$ cat config.mk
export PLATFORM = sky130hd
export DESIGN_NAME = spi_xfer_arbiter_flat
export DESIGN_NICKNAME = d
export VERILOG_FILES = /design/src/rtl/spi_xfer_arbiter_if.sv /design/src/rtl/spi_xfer_arbiter.sv /design/src/flat_wrapper.sv
export SDC_FILE = /design/constraint.sdc
export NUM_CORES = 1
export LEC_CHECK = 0
export ABC_AREA = 1
export BUFFER_PORTS_ARGS = -buffer_cell sky130_fd_sc_hd__buf_4
export CAP_MARGIN = 0
export CORE_MARGIN = 4
export CORE_UTILIZATION = 52
export DETAILED_ROUTE_END_ITERATION = 12
export PLACE_DENSITY = 0.8
export SLEW_MARGIN = 20
export SYNTH_ARGS = -nofsm -noshare
export SYNTH_HDL_FRONTEND = slang
export SYNTH_SLANG_ARGS = --single-unit
$ cat constraint.sdc
create_clock -name clk -period 4.47 [get_ports clk]
set_input_delay 0.894 -clock clk [delete_from_list [all_inputs] [get_ports clk]]
set_output_delay 0.894 -clock clk [all_outputs]
set_load 0.01 [all_outputs]
$ cat src/rtl/spi_xfer_arbiter_if.sv
// spi_xfer_arbiter_if: requester handshake plus SPI pins of the shared engine.
// master = arbiter side, slave = requesters / pad side.
interface spi_xfer_arbiter_if #(
   parameter int NUM_REQ = 4,
   parameter int DATA_W  = 8
);
   logic [NUM_REQ-1:0]        req;
   logic [NUM_REQ*DATA_W-1:0] tx_data;
   logic [NUM_REQ-1:0]        gnt;
   logic [NUM_REQ-1:0]        ack;
   logic [DATA_W-1:0]         rx_data;
   logic                      busy;
   logic                      spi_sck;
   logic                      spi_mosi;
   logic                      spi_miso;
   logic [NUM_REQ-1:0]        spi_cs_n;

   modport master (
      input  req, tx_data, spi_miso,
      output gnt, ack, rx_data, busy,
      output spi_sck, spi_mosi, spi_cs_n
   );

   modport slave (
      output req, tx_data, spi_miso,
      input  gnt, ack, rx_data, busy,
      input  spi_sck, spi_mosi, spi_cs_n
   );
endinterface

$ cat src/rtl/spi_xfer_arbiter.sv
// spi_xfer_arbiter: round-robin sharing of one mode-0 SPI master engine.
// Option SPI_ARB_LOOPBACK_EN feeds spi_mosi back into the RX shifter.
module spi_xfer_arbiter #(
   parameter int NUM_REQ = 4,
   parameter int DATA_W  = 8,
   parameter int CLK_DIV = 2
) (
   input logic clk,
   input logic rst,
   spi_xfer_arbiter_if.master bus
);
   localparam int PW = $clog2(NUM_REQ);
   localparam int BW = $clog2(DATA_W + 1);
   localparam int DW = $clog2(CLK_DIV + 1);
   localparam logic [DW-1:0] DIV_LAST = DW'(CLK_DIV - 1);
   localparam logic [DW-1:0] HOLD_LAST = DW'(CLK_DIV);
   localparam logic [BW-1:0] BIT_LAST = BW'(DATA_W - 1);

   typedef enum logic [2:0] {
      IDLE, SETUP, SHIFT, HOLD, DONE
   } state_t;

   state_t             state;
   logic [PW-1:0]      ptr;
   logic [PW-1:0]      gidx;
   logic [DW-1:0]      div;
   logic [BW-1:0]      bit_cnt;
   logic [DATA_W-1:0]  sreg;
   logic [DATA_W-1:0]  rreg;
   logic [NUM_REQ-1:0] gnt_q;
   logic [NUM_REQ-1:0] ack_q;
   logic [NUM_REQ-1:0] cs_n_q;
   logic [DATA_W-1:0]  rx_q;
   logic               busy_q;
   logic               sck_q;
   logic               mosi_q;

   logic [PW-1:0]      pick;
   logic               found;
   logic [DATA_W-1:0]  sreg_sh;
   logic [DATA_W-1:0]  tx_sel;
   logic               rx_in;

   // Scan downward so the closest request at or after ptr wins.
   always_comb begin
      pick  = '0;
      found = 1'b0;
      for (int i = NUM_REQ - 1; i >= 0; i--) begin
         if (bus.req[(int'(ptr) + i) % NUM_REQ]) begin
            pick  = PW'((int'(ptr) + i) % NUM_REQ);
            found = 1'b1;
         end
      end
   end

   assign tx_sel  = bus.tx_data[int'(pick)*DATA_W +: DATA_W];
   assign sreg_sh = sreg << 1;

`ifdef SPI_ARB_LOOPBACK_EN
   assign rx_in = mosi_q;
`else
   assign rx_in = bus.spi_miso;
`endif

   always_ff @(posedge clk) begin
      if (rst) begin
         state   <= IDLE;
         ptr     <= '0;
         gidx    <= '0;
         div     <= '0;
         bit_cnt <= '0;
         sreg    <= '0;
         rreg    <= '0;
         gnt_q   <= '0;
         ack_q   <= '0;
         cs_n_q  <= '1;
         rx_q    <= '0;
         busy_q  <= 1'b0;
         sck_q   <= 1'b0;
         mosi_q  <= 1'b0;
      end else begin
         ack_q <= '0;
         unique case (state)
            IDLE: begin
               if (found) begin
                  gidx    <= pick;
                  gnt_q   <= NUM_REQ'(1) << pick;
                  cs_n_q  <= ~(NUM_REQ'(1) << pick);
                  sreg    <= tx_sel;
                  mosi_q  <= tx_sel[DATA_W-1];
                  busy_q  <= 1'b1;
                  div     <= '0;
                  bit_cnt <= '0;
                  state   <= SETUP;
               end
            end
            SETUP: begin
               if (div == DIV_LAST) begin
                  div   <= '0;
                  state <= SHIFT;
               end else begin
                  div <= div + 1'b1;
               end
            end
            SHIFT: begin
               if (div != DIV_LAST) begin
                  div <= div + 1'b1;
               end else if (!sck_q) begin
                  div   <= '0;
                  sck_q <= 1'b1;
                  rreg  <= DATA_W'({rreg, rx_in});
               end else begin
                  div   <= '0;
                  sck_q <= 1'b0;
                  if (bit_cnt == BIT_LAST) begin
                     bit_cnt <= '0;
                     state   <= HOLD;
                  end else begin
                     bit_cnt <= bit_cnt + 1'b1;
                     sreg    <= sreg_sh;
                     mosi_q  <= sreg_sh[DATA_W-1];
                  end
               end
            end
            // Runs CLK_DIV+1 cycles so ack lands 2+2*CLK_DIV*(DATA_W+1) after grant.
            HOLD: begin
               if (div == HOLD_LAST) begin
                  div   <= '0;
                  state <= DONE;
               end else begin
                  div <= div + 1'b1;
               end
            end
            DONE: begin
               gnt_q  <= '0;
               cs_n_q <= '1;
               ack_q  <= gnt_q;
               rx_q   <= rreg;
               busy_q <= 1'b0;
               mosi_q <= 1'b0;
               ptr    <= (int'(gidx) == NUM_REQ - 1) ? '0 : gidx + 1'b1;
               state  <= IDLE;
            end
            default: state <= IDLE;
         endcase
      end
   end

   assign bus.gnt      = gnt_q;
   assign bus.ack      = ack_q;
   assign bus.rx_data  = rx_q;
   assign bus.busy     = busy_q;
   assign bus.spi_sck  = sck_q;
   assign bus.spi_mosi = mosi_q;
   assign bus.spi_cs_n = cs_n_q;
endmodule
$ cat src/flat_wrapper.sv
// flat-port wrapper written by rule: the top's interface ports become plain ports
module spi_xfer_arbiter_flat 
#(
   parameter int NUM_REQ = 4,
   parameter int DATA_W  = 8,
   parameter int CLK_DIV = 2
)
  (clk, rst, bus_req, bus_tx_data, bus_spi_miso, bus_gnt, bus_ack, bus_rx_data, bus_busy, bus_spi_sck, bus_spi_mosi, bus_spi_cs_n);
  spi_xfer_arbiter_if #(.NUM_REQ(NUM_REQ), .DATA_W(DATA_W)) bus_i ();
  input logic clk;
  input logic rst;
  input wire logic [$bits(bus_i.req)-1:0] bus_req;
  input wire logic [$bits(bus_i.tx_data)-1:0] bus_tx_data;
  input wire logic [$bits(bus_i.spi_miso)-1:0] bus_spi_miso;
  output wire logic [$bits(bus_i.gnt)-1:0] bus_gnt;
  output wire logic [$bits(bus_i.ack)-1:0] bus_ack;
  output wire logic [$bits(bus_i.rx_data)-1:0] bus_rx_data;
  output wire logic [$bits(bus_i.busy)-1:0] bus_busy;
  output wire logic [$bits(bus_i.spi_sck)-1:0] bus_spi_sck;
  output wire logic [$bits(bus_i.spi_mosi)-1:0] bus_spi_mosi;
  output wire logic [$bits(bus_i.spi_cs_n)-1:0] bus_spi_cs_n;
  assign bus_i.req = bus_req;
  assign bus_i.tx_data = bus_tx_data;
  assign bus_i.spi_miso = bus_spi_miso;
  assign bus_gnt = bus_i.gnt;
  assign bus_ack = bus_i.ack;
  assign bus_rx_data = bus_i.rx_data;
  assign bus_busy = bus_i.busy;
  assign bus_spi_sck = bus_i.spi_sck;
  assign bus_spi_mosi = bus_i.spi_mosi;
  assign bus_spi_cs_n = bus_i.spi_cs_n;
  spi_xfer_arbiter #(.NUM_REQ(NUM_REQ), .DATA_W(DATA_W), .CLK_DIV(CLK_DIV)) u_core (.clk(clk), .rst(rst), .bus(bus_i));
endmodule
==> results.md <==
* Syn_nets at 412
* Post-CTS Hold Fix Bufs at 0
* Core Rows at 24
* Commonest non-fill, non-tap cell in the layout: nand2_1
* Crit Path Class: flip-flop to flip-flop
* Clock latency on the worst-skew pair at 0.30 ns
* Die Width at 77.3 um
* H-tree depth at 2
* Final hold viol count at 0
* Relative slew slack at 57.7%
* Initial antenna violation count at 0
* Post-CTS Resized at 0
* Tmin final at 2.61 ns
* R2R setup slack at 1.86 ns
* Count of final max-slew check failures at 0
* Vias post-DR at 2460
* Post-synthesis sequential area ratio at 40.9%
* FF-to-FF End: u_core.rreg[0]
* Crit path to: u_core.rreg[0]
* Crit share post-route at 58.4%
* Max-cap violation count at 0
* Initial DRC Count at 147
* Die H at 77.3 um
* Hold WC Path Type: flip-flop to flip-flop
* Die area at 5980 um^2
* Worst-path maximum fanout at 18
* Synthesized area at 2500 um^2
* Leakage at 1.51 nW
* Vias in the first global route at 2335
* Ports at 62
* Diodes inserted at 0
* Synth cell types at 32
* Critical path startpoint category: flip-flop
* Highest clock rate at 383 MHz
* Clock Pin Slew Worst Setup and Hold Paths at 0.09 ns
* RSZ-0062 raised after global routing: no
* Post-DR vias/cell at 5.09
* Hold Path Depth at 1
* Yosys warnings at 0
* Sequential cell area at 1020 um^2
* Layout cell share with drive strength beyond 1 at 20.0%
* Slew @ Worst Pin at 0.631 ns
* CP Launch Point: u_core.state[2]
* CTS tree: done
* Critical R2R Launch: u_core.state[2]
* WHS at 0.466 ns
* Most frequent cells in the layout: nand2_1, buf_4, dfxtp_1
* Sink Count at 51
* Syn_area_per_cell at 6.73 um^2
* Worst ir drop on vdd at 0.000329 V
* Count of state elements after synthesis at 51
* Status: finished, final reports clean
* Filler cell count at 421
* GRT Overall Usage at 20.2%
* Pwr Density at 502 nW/um^2
* Placeable Area at 4500 um^2
* Average wire per standard cell at 12.2 um
* Final Setup Violations at 0
* Area Overhead vs Synth at 22.5%
* Total congestion overflow at 0
* Setup TNS at 0 ns
* Crit. End Element: flip-flop
* Multi-input logic area at 1270 um^2
* I/O Buffers at 61
* First drt pass iteration count at 4
* Root Driver: clkbuf_8
* Detail Placement HPWL at 4.42 mm
* Mapped Cells at 371
* ANT nets after route at 0
* Total power at 1.54 mW
* Clock skew at 0.00828 ns
* Routed Wire Length at 5.90 mm
* Critical Path AT at 2.81 ns
* Reg2reg path depth at 8
* Final Net Count at 471
* Num CTS Buffers at 5
* DRC errors left at 0
* Clock Path Buffers at 2
* Largest net degree at the start of global routing at 24
* Routability Congestion at 0.900
* Post-CTS setup-driven buffer insertion count at 0
* Critical path required time at 4.67 ns
* Effective utilization at floorplan at 55.5%
* First-pass GRT wire length at 10.2 mm
==> worst min path at each step <==
stage                                   endpoint  slack (ns)              startpoint
after floorplan                   u_core.rreg[2]        0.44          u_core.rreg[1]
after global placement    u_core.bus.spi_cs_n[1]        0.44  u_core.bus.spi_cs_n[1]
after global routing           u_core.bus.ack[1]        0.49       u_core.bus.gnt[1]
after CTS                 u_core.bus.spi_cs_n[1]        0.47  u_core.bus.spi_cs_n[1]
final                     u_core.bus.spi_cs_n[1]        0.47  u_core.bus.spi_cs_n[1]
after detailed placement  u_core.bus.spi_cs_n[1]        0.44  u_core.bus.spi_cs_n[1]
==> routing by layer <==
metal | wire [um] | vias to the layer above | share of wire (%) | track usage [%]
met5 | 0 | - | 0 | 0
met3 | 384 | 7 | 6.5 | 4.68
met4 | 58 | 0 | 0.98 | 4.80
met1 | 2680 | 1066 | 45 | 26.0
met2 | 2770 | 69 | 47 | 34.3
li1 | - | 1318 | - | -
==> flip-flops by register name, summed over array words and instances (netlist names) <==
signal / cells
u_core.bus.busy: 1
u_core.bus.spi_mosi: 1
u_core.bus.ack: 4
u_core.state: 3
u_core.gidx: 2
u_core.bus.rx_data: 8
u_core.sreg: 7
u_core.bus.gnt: 4
u_core.bus.spi_sck: 1
u_core.rreg: 8
u_core.bit_cnt: 4
u_core.ptr: 2
u_core.div: 2
u_core.bus.spi_cs_n: 4
==> critical path: stages (launching register included) <==
cell and delay, ns:
dfxtp_1 0.33, nor2_1 0.10, inv_1 0.07, nor2_1 0.37, clkinv_1 0.55, nor3_2 0.64
inv_1 0.22, o21ai_0 0.19, a21oi_1 0.06
==> metrics by stage <==
step                      setup WS [ns]  util [%]  instances  cell area (um^2)
final                              1.86      68.0        483              3060
after global routing               1.56      68.0        483              3060
after CTS                          1.87      68.0        483              3060
after detailed placement           1.84      66.0        475              2970
after global placement             1.90      66.0        475              2970
after floorplan                    2.31         -        371              2500
==> logic make-up after synthesis <==
| logic type | count (synthesis) | share of synthesized area (%) |
|---|---|---|
| simple gates | 196 | 34.3 |
| compound gates | 72 | 15.7 |
| flops | 51 | 40.9 |
| buf+inv | 50 | 8.11 |
| fa+ha+maj | 2 | 1.00 |
==> where the power goes <==
group	leakage [nW]	switching, mW	internal, mW
Clock	0.0418	0.151	0.113
Sequential	0.416	0.0587	0.558
Combinational	1.05	0.401	0.256
Total	1.51	0.611	0.926
==> area by class of cell <==
class | instances | area share (%)
inverters | 41 | 5.03
clock inverters | 2 | 0.531
well taps | 52 | 2.13
multi-input cells | 270 | 41.6
clock buffers | 6 | 2.37
flip-flops and latches | 51 | 33.3
repair buffers | 61 | 15.0
==> synth_stat cells <==
master	number	area, um^2
o21bai_1	3	22.5
o21ai_0	27	135
dfxtp_1	51	1020
clkbuf_1	5	18.8
o21ai_1	4	20.0
a21oi_1	29	145
and3_1	1	6.26
nand2_8	1	20.0
nor3_1	4	20.0
or2_2	4	25.0
a22oi_1	1	7.51
nor2_1	40	150
nand2_2	5	31.3
a21oi_2	1	8.76
a21o_1	1	7.51
nand3_1	33	165
o32ai_1	1	8.76
clkinv_1	2	7.51
buf_2	3	15.0
ha_1	2	25.0
nor3_2	1	10.0
nand2_4	1	11.3
inv_2	2	7.51
nand4_1	5	31.3
a211o_1	1	8.76
inv_1	37	139
o21a_1	1	7.51
o22ai_1	1	6.26
buf_8	1	15.0
nor2_2	3	18.8
a211oi_1	2	15.0
nand2_1	98	368
Power figures use the tool's default switching activity.
